===== config.mk =====
export PLATFORM = sky130hd
export DESIGN_NAME = maxterm_extractor
export DESIGN_NICKNAME = d
export VERILOG_FILES = /design/src/rtl/maxterm_pkg.sv /design/src/rtl/maxterm_extractor.sv
export SDC_FILE = /design/constraint.sdc
export NUM_CORES = 1
export LEC_CHECK = 0
export ABC_AREA = 1
export CORE_MARGIN = 4
export CORE_UTILIZATION = 30
export CTS_CLUSTER_DIAMETER = 50
export CTS_CLUSTER_SIZE = 20
export DETAILED_ROUTE_END_ITERATION = 8
export GPL_TIMING_DRIVEN = 0
export SETUP_SLACK_MARGIN = 0.2
export SLEW_MARGIN = 20
export SYNTH_ARGS = -nofsm -noshare
export SYNTH_HDL_FRONTEND = slang
export SYNTH_SLANG_ARGS = --single-unit

===== constraint.sdc =====
create_clock -name clk -period 1.9 [get_ports clk]
set_input_delay 0.285 -clock clk [delete_from_list [all_inputs] [get_ports clk]]
set_output_delay 0.285 -clock clk [all_outputs]
set_load 0.02 [all_outputs]

===== src/rtl/maxterm_pkg.sv =====
// Shared types and sizing helpers for the maxterm extractor.
// Latency: n/a (package only).
// Backpressure: n/a (package only).
package maxterm_pkg;

  // Sweep controller states
  typedef enum logic [1:0] {
    IDLE   = 2'd0,
    DRIVE  = 2'd1,
    SAMPLE = 2'd2,
    DONE   = 2'd3
  } state_t;

  // Truth-table size for a function of n inputs
  function automatic int table_size(input int n);
    return 1 << n;
  endfunction

  // Count width: one extra bit so a table with every entry zero (count = T) never wraps
  function automatic int count_width(input int n);
    return n + 1;
  endfunction

endpackage


===== src/rtl/maxterm_extractor.sv =====
// Sweeps all 2^N_VARS input combinations of a function under test and returns its maxterm mask and count.
// Latency: 2 cycles per table index (DRIVE then SAMPLE); done pulses the cycle after edge 2T.
// Backpressure: none; start is accepted only in IDLE, ignored otherwise. Optional abort port under MAXTERM_ABORT_EN.
module maxterm_extractor
  import maxterm_pkg::*;
#(
  parameter int N_VARS = 3
) (
  input  logic                               clk,
  input  logic                               rst_n,
  input  logic                               start,
  input  logic                               f_in,
`ifdef MAXTERM_ABORT_EN
  input  logic                               abort,
`endif
  output logic [N_VARS-1:0]                  drive,
  output logic                               busy,
  output logic                               done,
  output logic [table_size(N_VARS)-1:0]      maxterm_mask,
  output logic [count_width(N_VARS)-1:0]     maxterm_count
);

  localparam int T     = table_size(N_VARS);
  localparam int CNT_W = count_width(N_VARS);

  state_t              state;
  state_t              state_nxt;
  logic [N_VARS-1:0]   idx;
  logic                last_idx;
  logic                abort_req;

  assign last_idx = (idx == N_VARS'(T - 1));

  // An abort only matters while a sweep is in flight; in IDLE and DONE it is ignored
`ifdef MAXTERM_ABORT_EN
  assign abort_req = abort && ((state == DRIVE) || (state == SAMPLE));
`else
  assign abort_req = 1'b0;
`endif

  // State register
  always_ff @(posedge clk or negedge rst_n) begin
    if (!rst_n) begin
      state <= IDLE;
    end else begin
      state <= state_nxt;
    end
  end

  // Next-state logic: abort beats the normal DRIVE/SAMPLE progression
  always_comb begin
    state_nxt = state;
    case (state)
      IDLE:    if (start) state_nxt = DRIVE;
      DRIVE:   state_nxt = abort_req ? IDLE : SAMPLE;
      SAMPLE: begin
        if (abort_req)     state_nxt = IDLE;
        else if (last_idx) state_nxt = DONE;
        else               state_nxt = DRIVE;
      end
      DONE:    state_nxt = IDLE;
      default: state_nxt = IDLE;
    endcase
  end

  // Outputs decoded from state; drive is the registered index, held for both cycles of a step
  always_comb begin
    busy  = 1'b0;
    done  = 1'b0;
    drive = '0;
    case (state)
      DRIVE, SAMPLE: begin
        busy  = 1'b1;
        drive = idx;
      end
      DONE:    done = 1'b1;
      default: ;
    endcase
  end

  // Index counter and result accumulation; results persist until the next accepted start
  always_ff @(posedge clk or negedge rst_n) begin
    if (!rst_n) begin
      idx           <= '0;
      maxterm_mask  <= '0;
      maxterm_count <= '0;
    end else if (abort_req) begin
      idx           <= '0;
      maxterm_mask  <= '0;
      maxterm_count <= '0;
    end else if ((state == IDLE) && start) begin
      idx           <= '0;
      maxterm_mask  <= '0;
      maxterm_count <= '0;
    end else if (state == SAMPLE) begin
      maxterm_mask[idx] <= ~f_in;
      maxterm_count     <= maxterm_count + CNT_W'(~f_in);
      if (!last_idx) begin
        idx <= idx + 1'b1;
      end
    end
  end

endmodule


# Word-level counts from Yosys, hierarchy flattened
# Cells that the tools add are included.
[word_totals]
regBits = 17
in_bits = 4
word_cells = 38
[op_classes]
n_addsub = 2
order_cmp = 2
n_eq_ne = 6
muxes = 16
bitwise_logic = 2
reduce_logical = 6
[op_table]
columns = ["operator", "n"]
rows = [
  ["$mux 8", 2],
  ["$mux 3", 4],
  ["$bwmux 8", 1],
  ["$mux 4", 2],
  ["$pmux 2 s4", 1],
  ["$add 4x4->4", 1],
  ["$eq 2x2->1 const B", 2],
  ["$lt 3x4->1 const B", 1],
  ["$mux 2", 2],
  ["$not 1->4", 1],
  ["$add 3x1->3 const B", 1],
  ["$demux 1 s3", 1],
  ["$eq 3x3->1 const B", 1],
  ["$ge 3x1->1 const B", 1],
  ["$mux 1", 3],
  ["$eq 2x1->1 const B", 1],
  ["$logic_and 1x1->1", 2],
  ["$logic_not 2->1", 1],
  ["$ne 2x1->1 const B", 1],
  ["$ne 2x2->1 const B", 1],
  ["$reduce_and 2->1", 1],
  ["$reduce_bool 2->1", 1],
  ["$reduce_or 2->1", 1],
  ["$not 1->1", 1],
]

# Logic depth before layout (Yosys ltp)
# Gate-level depths: netlist (run 1).
[logic_depth]
ltp_word = 7
ltp_mapped = 9
ltp_nobuf = 8

# Least setup slack after synthesis (run 1)
# OpenSTA, ideal clock, no wires.
[synth_timing]
path_kind = "reg-to-output"
startpoint = "reg state[1]"
endpoint = "out drive[0]"
t_arrival_ns = 1.069
path_slack_ns = 0.546
stages_incl_launch_ff = 5
path_buffers = 0
cell_sequence = "dfrtp_1 inv_1 ha_1 nand2_1 inv_1"
[synth_via]
elab_chain_cells = 3
elab_cells_between_ends = 4
[synth_lines]
columns = ["item", "line_no", "text"]
rows = [
  ["start, declared", "maxterm_extractor.sv:26", "state_t state;"],
  ["start signal, assigned", "maxterm_extractor.sv:46", "state <= state_nxt;"],
  ["$eq 2x2->1 or $eq 2x1->1 (tied branches)", "maxterm_extractor.sv:71", "case (state)"],
  ["$reduce_or 2->1 *", "maxterm_extractor.sv:71", ""],
  ["$mux 3 *", "maxterm_extractor.sv:71", ""],
  ["end, declared", "maxterm_extractor.sv:16", "output logic [N_VARS-1:0] drive,"],
]
# Every way passes the cells marked *; elsewhere a longest branch is shown, timed or not.

# Worst setup path after layout (run 1)
# Ends and elaborated chain as after synthesis.

==> results of run 1 <==
## final timing paths
| check | from | to | slack [ns] | depth (start not counted) |
|---|---|---|---|---|
| worst max-delay path | state[1] | drive[0] | 0.25 | 5 |
| worst min-delay path | rst_n | idx[0] | 0.45 | 1 |
| worst max register to register | state[1] | maxterm_mask[0] | 0.45 | 10 |
| worst min register to register | maxterm_count[3] | maxterm_count[3] | 0.55 | 2 |
| max in group asynchronous | rst_n | maxterm_mask[6] | 0.96 | 1 |
| min in group clk | maxterm_count[3] | maxterm_count[3] | 0.55 | 2 |
## stage by stage
stage	utilization, %	hold WS, ns
global placement	40.20	0.5196
global route	41.81	0.5011
floorplan	-	-0.01059
finish	41.81	0.4506
detailed placement	40.20	0.5297
CTS	42.22	0.4845
## cell usage after synthesis
cell type | instances | area, um^2
a21oi_1 | 3 | 15.01
buf_4 | 1 | 7.510
buf_6 | 1 | 11.26
dfrtp_1 | 17 | 425.4
ha_1 | 8 | 100.1
inv_1 | 23 | 86.33
inv_2 | 2 | 7.510
nand2_1 | 43 | 161.4
nand2_2 | 2 | 12.51
nand3_1 | 15 | 75.07
nor2_1 | 7 | 26.28
nor2_2 | 2 | 12.51
nor2_4 | 1 | 11.26
o21ai_0 | 8 | 40.04
## layer usage
metal / vias up / share of wire (%)
li1: 458 / -
met3: 0 / 5.5
met1: 403 / 46
met2: 16 / 48
met5: - / 0
met4: 0 / 0
## flip-flops by register name, indices dropped and copies added (netlist names)
signal	cells
maxterm_mask	8
maxterm_count	4
idx	3
state	2
## power by group through the flow
| stage | Sequential, uW | Clock (uW) | Combinational, uW |
|---|---|---|---|
| floorplan | 669 | 0 | 543 |
| CTS | 582 | 206 | 1040 |
| detailed placement | 599 | 0 | 976 |
| finish | 583 | 197 | 1010 |
| global route | 601 | 224 | 1150 |
| global placement | 594 | 0 | 951 |
## logic make-up (layout without fill, tap and decap cells)
logic type / Yosys count / count (layout) / share of synthesized area, %
simple gates: 70 / 70 / 30.14
buf+inv: 27 / 54 / 11.35
flops: 17 / 17 / 42.88
compound gates: 11 / 11 / 5.548
fa+ha+maj: 8 / 8 / 10.09
## critical path: stages, from the launching register on
cell             delay (ns)
dfrtp_1                0.36
inv_1                  0.09
ha_4                   0.29
nand2_1                0.04
inv_1                  0.05
clkdlybuf4s15_2        0.25
## layout make-up
type | count | share of cell area, %
tap | 44 | 4.243
multi-input combinational | 89 | 35.97
inverter | 25 | 7.232
clock buffer | 4 | 2.025
sequential | 17 | 32.79
buffer | 2 | 1.446
timing repair buffer | 23 | 16.30
## repair_timing
item                       in CTS  in global routing
buffers inserted                3                  0
hold buffers                    0                  0
setup endpoints to repair       5                  4
resized for setup              12                  3
==> summary.txt, run 1 <==
Placement
  • Global placement routability congestion: 0.7542
  • IO buf count: 20
  • Placed cell count: a little under 200
  • DP HPWL: approximately 1500 um
  • Dpl cell area: roughly 1200 um^2
  • Post-Place Setup Slack: 0.08291 ns

Route
  • Total number of vias: a little under 900
  • DRT antenna net count: 0
  • DRT Pass-1 Iters: 4
  • DRC: 0
  • Via density: 4.299
  • 1st-iter DRT viols: 26
  • Wire per inst: between 10 and 15 um
  • Final wirelength: about 2000 um

Worst setup path
  • WP data required: roughly 1.6 ns
  • CP endpoint kind: primary output
  • Largest fanout on the critical path: 4
  • Startpoint types: flop
  • WP data arrival: 1.37 ns
  • CP Class: flop to primary output

Yosys
  • Mean Syn Cell Area: 7.460 um^2
  • Synthesized area: ~990 um^2
  • Number of synthesized register bits: 17
  • Gate Count Post-Synth: between 100 and 150
  • Yosys cell types: 14
  • Post-Synthesis Net Count: around 150
  • Share of the yosys chip area belonging to registers: approximately 43%
  • Ys Warns: 0

Cells and area
  • Fraction of layout cells with a size suffix above 1: around an eighth
  • Most common cell after layout, fill and taps aside: nand2_1
  • Register area: roughly 430 um^2
  • Highest-count cells in the layout ignoring fill and taps: 43 x nand2_1, 22 x inv_1, 17 x dfrtp_1
  • Net count reported at finish: about 170
  • Fill count: 359
  • ANT cells: 0
  • Area Overhead vs Synth: 30.77%
  • Multi-input logic area: between 400 and 500 um^2
  • Final Non-Filler Cells: roughly 200
  • Post-layout instance area: 1297 um^2

Floorplanning
  • Die Y: 65.51 um
  • Initial Utilization: a little under a third
  • Die boundary width: 65.51 um
  • Boundary Pins: 21
  • Die area: roughly 4300 um^2
  • Placement Rows: 20
  • Area of the core: approximately 3100 um^2

GRT
  • Grt ovf: 0
  • First-pass GRT wire length: approximately 3600 um
  • Largest net degree at the start of global routing: 18
  • Met2 usage: between 10% and 20%
  • Met3 Resource Use GR: under 10%
  • Vias in the first global route: 863
  • Gr busiest metal: met2
  • Met1 Resource Use GR: 11.75%
  • Initial antenna violation count: 0
  • Total Routing Usage GR: 10.61%

Timing
  • Slew Viols, Final: 0
  • Final setup violation count: 0
  • Final min period: ~1.7 ns
  • Setup repair after global routing missed its margin: yes
  • F_max: ~600 MHz
  • Max Clock Skew: 0.003189 ns
  • Worst setup margin: roughly 0.25 ns
  • Final hold vios: 0
  • Final period utilization: between 80% and 90%
  • Worst-margin pin slew: 0.7974 ns
  • Slew HR: a little under half
  • Final setup TNS: 0 ns

Power and ir drop
  • Sw power: around 800 uW
  • Power per cell area: 1382 nW/um^2
  • Peak VDD IR: around 0.77 mV
  • Total power: approximately 1800 uW
  • Cell-internal power: between 900 and 1000 uW
  • Seq pwr share: 32.5%
  • Combinational power share: a little under three fifths
  • Sw Share: ~45%
  • Leakage power: ~0.00072 uW
  • Clock power share: between 10 and 15%

Clocking
  • CTS tree: built
  • Root buf cell: clkbuf_4
  • CTS sink cnt: 17
  • CTS Buf Count: 3
  • H-tree levels: 1
  • Clock Path Buffers: 2
  • Clock latency on the worst-skew pair: a little under 0.3 ns
  • Clk pin slew, worst setup/hold paths: around 0.1 ns

Flow run
  • MaxCap Viol Count: 0

Hold path
  • Hold/Removal Path Class: primary input to asynchronous set/reset pin

Run status
  • Outcome: complete, no violations
Note: power is estimated with default switching activity, not from simulation.
==> run 2, diff against run 1 <==
--- a/config.mk
+++ b/config.mk
@@ -7,11 +7,12 @@
 export LEC_CHECK = 0
 export ABC_AREA = 1
 export CORE_MARGIN = 4
-export CORE_UTILIZATION = 30
+export CORE_UTILIZATION = 50
 export CTS_CLUSTER_DIAMETER = 50
 export CTS_CLUSTER_SIZE = 20
 export DETAILED_ROUTE_END_ITERATION = 8
 export GPL_TIMING_DRIVEN = 0
+export PLACE_DENSITY = 0.79
 export SETUP_SLACK_MARGIN = 0.2
 export SLEW_MARGIN = 20
 export SYNTH_ARGS = -nofsm -noshare
==> summary.txt, run 2 (synthesis gave the netlist of run 1 again) <==
Floorplanning
  • Initial Utilization: 55.07% (was 31.98%)
  • Die Y: 52.55 um (was 65.51 um)
  • Boundary Pins: 21 (unchanged)
  • Die area: 2761 um^2 (was 4292 um^2)
  • Placement Rows: 15 (was 20)
  • Die boundary width: 52.55 um (was 65.51 um)
  • Area of the core: 1802 um^2 (was 3103 um^2)

Timing
  • Final setup violation count: 0 (unchanged)
  • Setup repair after global routing missed its margin: no (was yes)
  • Slew Viols, Final: 0 (unchanged)
  • Final period utilization: 87.20% (was 86.91%)
  • Final min period: 1.657 ns (was 1.651 ns)
  • Slew HR: 49.55% (was 46.67%)
  • F_max: 603.6 MHz (was 605.6 MHz)
  • Worst setup margin: 0.2432 ns (was 0.2487 ns)
  • Final hold vios: 0 (unchanged)
  • Worst-margin pin slew: 0.7543 ns (was 0.7974 ns)
  • Max Clock Skew: 0.002001 ns (was 0.003189 ns)
  • Final setup TNS: 0 ns (unchanged)

Worst setup path
  • CP Buf/Inv Count: 2 (was 3)
  • CP endpoint kind: primary output (unchanged)
  • Crit-path slowest cell: dfrtp_1 (unchanged)
  • FF-to-FF path depth: 5 (was 10)
  • CP Class: flop to primary output (unchanged)
  • Delay-heaviest family, CP: buffers and inverters (unchanged)
  • Largest fanout on the critical path: 2 (was 4)
  • FF-to-FF setup slack: 0.47 ns (was 0.45 ns)
  • Crit-path cells: buf_4 > ha_1 > dlygate4sd2_1 (was inv_1 > ha_4 > nand2_1 > inv_1 > clkdlybuf4s15_2)
  • Startpoint types: flop (unchanged)
  • CP max stage delay: 0.41 ns (was 0.36 ns)
  • WP data arrival: 1.37 ns (about the same)
  • WP data required: 1.62 ns (about the same)
  • FF-to-FF End: idx[1] (was maxterm_mask[0])
  • R2r startpoint: idx[0] (was state[1])

Run status
  • Outcome: complete, no violations (unchanged)

GRT
  • Met2 usage: 34.92% (was 19.85%)
  • Met1 Resource Use GR: 21.82% (was 11.75%)
  • Initial antenna violation count: 0 (unchanged)
  • Grt ovf: 0 (unchanged)
  • Total Routing Usage GR: 19.69% (was 10.61%)
  • First-pass GRT wire length: 4029 um (was 3629 um)
  • Largest net degree at the start of global routing: 18 (unchanged)
  • Met3 Resource Use GR: 4.274% (was 3.590%)
  • Gr busiest metal: met2 (unchanged)
  • Vias in the first global route: 990 (was 863)

Hold path
  • Hold/Removal Path Class: primary input to asynchronous set/reset pin (unchanged)

Cells and area
  • Most common cell after layout, fill and taps aside: nand2_1 (unchanged)
  • Highest-count cells in the layout ignoring fill and taps: 43 x nand2_1, 22 x inv_1, 17 x dfrtp_1 (unchanged)
  • Top Registers: maxterm_mask: 8 flops, maxterm_count: 4 flops, idx: 3 flops (unchanged)
  • Net count reported at finish: 173 (unchanged)
  • ANT cells: 0 (unchanged)
  • Fraction of layout cells with a size suffix above 1: 13.13% (was 12.50%)
  • Area Overhead vs Synth: 28.00% (was 30.77%)
  • Largest register FFs: 8 (unchanged)
  • Largest Register: maxterm_mask (unchanged)

Route
  • DRT Pass-1 Iters: 4 (unchanged)
  • Final wirelength: 2284 um (was 2047 um)
  • 1st-iter DRT viols: 23 (was 26)
  • DRC: 0 (unchanged)
  • Total number of vias: 913 (was 877)
  • DRT antenna net count: 0 (unchanged)
  • Via density: 4.935 (was 4.299)
  • Wire per inst: 12.35 um (was 10.03 um)

Placement
  • Post-Place Setup Slack: 0.06878 ns (was 0.08291 ns)
  • IO buf count: 20 (unchanged)
  • Global placement routability congestion: 0.8174 (was 0.7542)
  • DP HPWL: 1664 um (was 1540 um)

Flow run
  • MaxCap Viol Count: 0 (unchanged)

Clocking
  • CTS tree: built (unchanged)
  • CTS sink cnt: 17 (unchanged)
  • Root buf cell: clkbuf_4 (unchanged)
  • Clk pin slew, worst setup/hold paths: 0.10 ns (about the same)
  • H-tree levels: 1 (unchanged)
  • # hold bufs at CTS: 0 (unchanged)
  • CTS Buf Count: 3 (unchanged)
  • Clock Path Buffers: 2 (unchanged)
  • Clock latency on the worst-skew pair: 0.28 ns (was 0.29 ns)

Power and ir drop
  • Peak VDD IR: 0.7389 mV (was 0.7655 mV)
  • Power per cell area: 1444 nW/um^2 (was 1382 nW/um^2)
  • Leakage power: 0.0007251 uW (was 0.0007222 uW)
## run 2: cell count changes in the layout (fill, tap and decap cells not counted)
cell / delta
clkdlybuf4s15_2: -1
clkinv_2: +1
clkdlybuf4s15_1: +1
buf_2: +1
clkbuf_1: -1
dlygate4sd2_1: -1
## run 2: how the worst max path moves through the flow
stage,from,end,cells past startpoint,slack (ns)
2_1_floorplan,state[1],drive[0],4,0.55
3_3_place_gp,state[0],drive[0],5,0.14
3_5_place_dp,state[0],drive[2],5,0.07
4_1_cts,state[0],drive[2],5,0.23
5_1_grt,state[0],done,3,0.20
6_report,state[0],done,3,0.24
## run 2: metrics by stage
step | instances | util, % | total power (uW) | hold WS [ns] | cell area (um^2)
after CTS | 185 | 71.46 | 1838 | 0.4531 | 1287
after global routing | 185 | 70.49 | 1998 | 0.4704 | 1270
final | 185 | 70.49 | 1834 | 0.4326 | 1270
after floorplan | 133 | - | 1212 | -0.01059 | 992.2
after global placement | 178 | 67.92 | 1534 | 0.5164 | 1224
after detailed placement | 178 | 67.92 | 1588 | 0.5199 | 1224
## run 2: what timing repair did
item / 4_1_cts / 5_1_grt
setup endpoints to repair: 5 / 4
resized for setup: 13 / 4
buffers inserted: 3 / 0
## run 2: power breakdown
part	leakage, uW	total [uW]	switching, uW	internal (uW)
Combinational	0.000482	1050	613	439
Clock	0.0000177	193	114	78.1
Sequential	0.000225	590	112	478
## run 2: per-layer routing
metal | share of wire (%) | wire [um]
met5 | 0 | 0
met4 | 0.53 | 12
met2 | 53 | 1218
met3 | 3.9 | 88
met1 | 42 | 964
## run 2: cell type report
type / count / area [um^2]
buffer: 2 / 18.77
timing repair buffer: 23 / 206.4
inverter: 25 / 93.84
fill: 152 / 531.8
clock buffer: 3 / 22.52
multi-input combinational: 89 / 466.7
tap: 25 / 31.28
sequential: 17 / 425.4
clock inverter: 1 / 5.005
==> run 3, diff against run 2 <==
--- a/config.mk
+++ b/config.mk
@@ -13,6 +13,7 @@
 export DETAILED_ROUTE_END_ITERATION = 8
 export GPL_TIMING_DRIVEN = 0
 export PLACE_DENSITY = 0.79
+export REMOVE_ABC_BUFFERS = 1
 export SETUP_SLACK_MARGIN = 0.2
 export SLEW_MARGIN = 20
 export SYNTH_ARGS = -nofsm -noshare
==> summary.txt, run 3 (synthesis gave the netlist of run 1 again) <==
Cells and area
  • Area Overhead vs Synth: 25.22% (was 28.00%)
  • Top Registers: maxterm_mask: 8 flops, maxterm_count: 4 flops, idx: 3 flops (unchanged)
  • Most common cell after layout, fill and taps aside: nand2_1 (unchanged)
  • Largest register FFs: 8 (unchanged)
  • Fraction of layout cells with a size suffix above 1: 11.46% (was 13.13%)
  • Highest-count cells in the layout ignoring fill and taps: 43 x nand2_1, 21 x inv_1, 17 x dfrtp_1 (was 43 x nand2_1, 22 x inv_1, 17 x dfrtp_1)
  • Post-layout instance area: 1242 um^2 (was 1270 um^2)
  • Fill count: 160 (was 152)
  • Multi-input logic area: 466.7 um^2 (unchanged)
  • Register area: 425.4 um^2 (unchanged)
  • ANT cells: 0 (unchanged)
  • Final core occ: 68.96% (was 70.49%)
  • Largest Register: maxterm_mask (unchanged)
  • Net count reported at finish: 170 (was 173)

Flow run
  • MaxCap Viol Count: 0 (unchanged)

Worst setup path
  • WP data arrival: 1.34 ns (was 1.37 ns)
  • Crit path launch: state[0] (unchanged)
  • Startpoint types: flop (unchanged)
  • R2r startpoint: state[0] (was idx[0])
  • WP data required: 1.62 ns (about the same)
  • Crit-path slowest cell: dfrtp_1 (unchanged)
  • CP Class: flop to primary output (unchanged)
  • FF-to-FF path depth: 7 (was 5)
  • FF-to-FF setup slack: 0.36 ns (was 0.47 ns)
  • Crit path to: done (unchanged)
  • Largest fanout on the critical path: 2 (unchanged)
  • Crit-path cells: buf_4 > ha_1 > dlygate4sd2_1 (unchanged)
  • CP max stage delay: 0.41 ns (about the same)
  • FF-to-FF End: maxterm_mask[0] (was idx[1])
  • CP endpoint kind: primary output (unchanged)

Power and ir drop
  • Sw Share: 45.52% (was 45.73%)
  • Seq pwr share: 33.1% (was 32.2%)
  • Leakage power: 0.0007065 uW (was 0.0007251 uW)
  • Power per cell area: 1426 nW/um^2 (was 1444 nW/um^2)
  • Clock power share: 11.1% (was 10.5%)
  • Combinational power share: 55.9% (was 57.3%)
  • Cell-internal power: 965.2 uW (was 995.2 uW)
  • Sw power: 806.4 uW (was 838.7 uW)
  • Peak VDD IR: 0.9066 mV (was 0.7389 mV)

Timing
  • Hold Worst Slack: 0.4425 ns (was 0.4326 ns)
  • Final hold vios: 0 (unchanged)
  • Slew Viols, Final: 0 (unchanged)
  • Max Clock Skew: 0.003420 ns (was 0.002001 ns)
  • Final min period: 1.624 ns (was 1.657 ns)
  • Final setup violation count: 0 (unchanged)
  • Final period utilization: 85.46% (was 87.20%)
  • Worst-margin pin slew: 0.7860 ns (was 0.7543 ns)
  • Setup repair after global routing missed its margin: no (unchanged)
  • Final setup TNS: 0 ns (unchanged)
  • Slew HR: 47.43% (was 49.55%)
  • F_max: 615.8 MHz (was 603.6 MHz)

Floorplanning
  • Die area: 2761 um^2 (unchanged)
  • Area of the core: 1802 um^2 (unchanged)
  • Initial Utilization: 55.07% (unchanged)
  • Die Y: 52.55 um (unchanged)
  • Boundary Pins: 21 (unchanged)
  • Die boundary width: 52.55 um (unchanged)
  • Placement Rows: 15 (unchanged)

Clocking
  • CTS sink cnt: 17 (unchanged)
  • Clock latency on the worst-skew pair: 0.29 ns (was 0.28 ns)
  • CTS tree: built (unchanged)
  • # hold bufs at CTS: 0 (unchanged)
  • Root buf cell: clkbuf_4 (unchanged)
  • H-tree levels: 1 (unchanged)
  • Clk pin slew, worst setup/hold paths: 0.10 ns (about the same)
  • CTS Buf Count: 3 (unchanged)
  • Clock Path Buffers: 2 (unchanged)

Route
  • Via density: 4.907 (was 4.935)
  • Total number of vias: 893 (was 913)
  • Wire per inst: 11.08 um (was 12.35 um)
  • DRC: 0 (unchanged)
  • 1st-iter DRT viols: 13 (was 23)
  • DRT Pass-1 Iters: 4 (unchanged)
  • Final wirelength: 2017 um (was 2284 um)
  • DRT antenna net count: 0 (unchanged)

Placement
  • Global placement routability congestion: 0.7294 (was 0.8174)
  • Dpl cell area: 1205 um^2 (was 1224 um^2)
  • DP HPWL: 1479 um (was 1664 um)
  • IO buf count: 20 (unchanged)

GRT
  • Grt ovf: 0 (unchanged)
  • Total Routing Usage GR: 17.54% (was 19.69%)
  • Largest net degree at the start of global routing: 18 (unchanged)
  • Initial antenna violation count: 0 (unchanged)
  • Vias in the first global route: 839 (was 990)
  • First-pass GRT wire length: 3601 um (was 4029 um)

Run status
  • Outcome: complete, no violations (unchanged)

Hold path
  • Hold/Removal Path Class: primary input to asynchronous set/reset pin (unchanged)
[run 3: worst max-delay path, delay by kind of cell (launching register included)]
family / cells / cell delay, ns
buffers and inverters: 2 / 0.46
adders and majority gates: 1 / 0.18
DFF: 1 / 0.41
[run 3: metal layers]
layer  track usage (%)  vias to the layer above  part of all wire [%]
met3             3.989                        4                   3.2
met2             30.17                       14                    52
met5                 0                        -                     0
met4             7.660                        0                   1.6
met1             20.61                      419                    43
li1                  -                      456                     -
[run 3: cell type report]
cell class,count,area share (%)
inverter,25,7.553
timing repair buffer,22,16.01
clock buffer,4,2.115
sequential,17,34.24
tap,25,2.518
multi-input combinational,89,37.56
[run 3: how the worst min path moves through the flow]
stage | slack (ns) | end | start
4_1_cts | 0.46 | maxterm_count[2] | rst_n
5_1_grt | 0.48 | maxterm_count[3] | rst_n
3_5_place_dp | 0.52 | state[1] | state[1]
6_report | 0.44 | maxterm_count[3] | rst_n
2_1_floorplan | -0.01 | idx[0] | rst_n
3_3_place_gp | 0.52 | state[1] | state[1]
[run 3: metrics by stage]
step,std cells,total power [uW],worst slack (ns)
2_1_floorplan,131,1187,0.5457
6_report,182,1772,0.2762
4_1_cts,182,1798,0.2188
3_3_place_gp,176,1506,0.1381
3_5_place_dp,176,1554,0.07311
5_1_grt,182,1949,0.2027
[run 3: power by group through the flow]
stage | sequential, uW | combinational [uW] | clock, uW
floorplan | 669 | 517 | 0
global placement | 592 | 914 | 0
detailed placement | 595 | 960 | 0
CTS | 582 | 1010 | 202
global route | 602 | 1120 | 224
finish | 586 | 990 | 196
[run 3: timing repair]
action / in CTS / in global routing
resized for setup: 14 / 4
hold endpoints to repair: 0 / 0
setup buffers: 2 / 0
endpoints found under the setup margin: 5 / 4
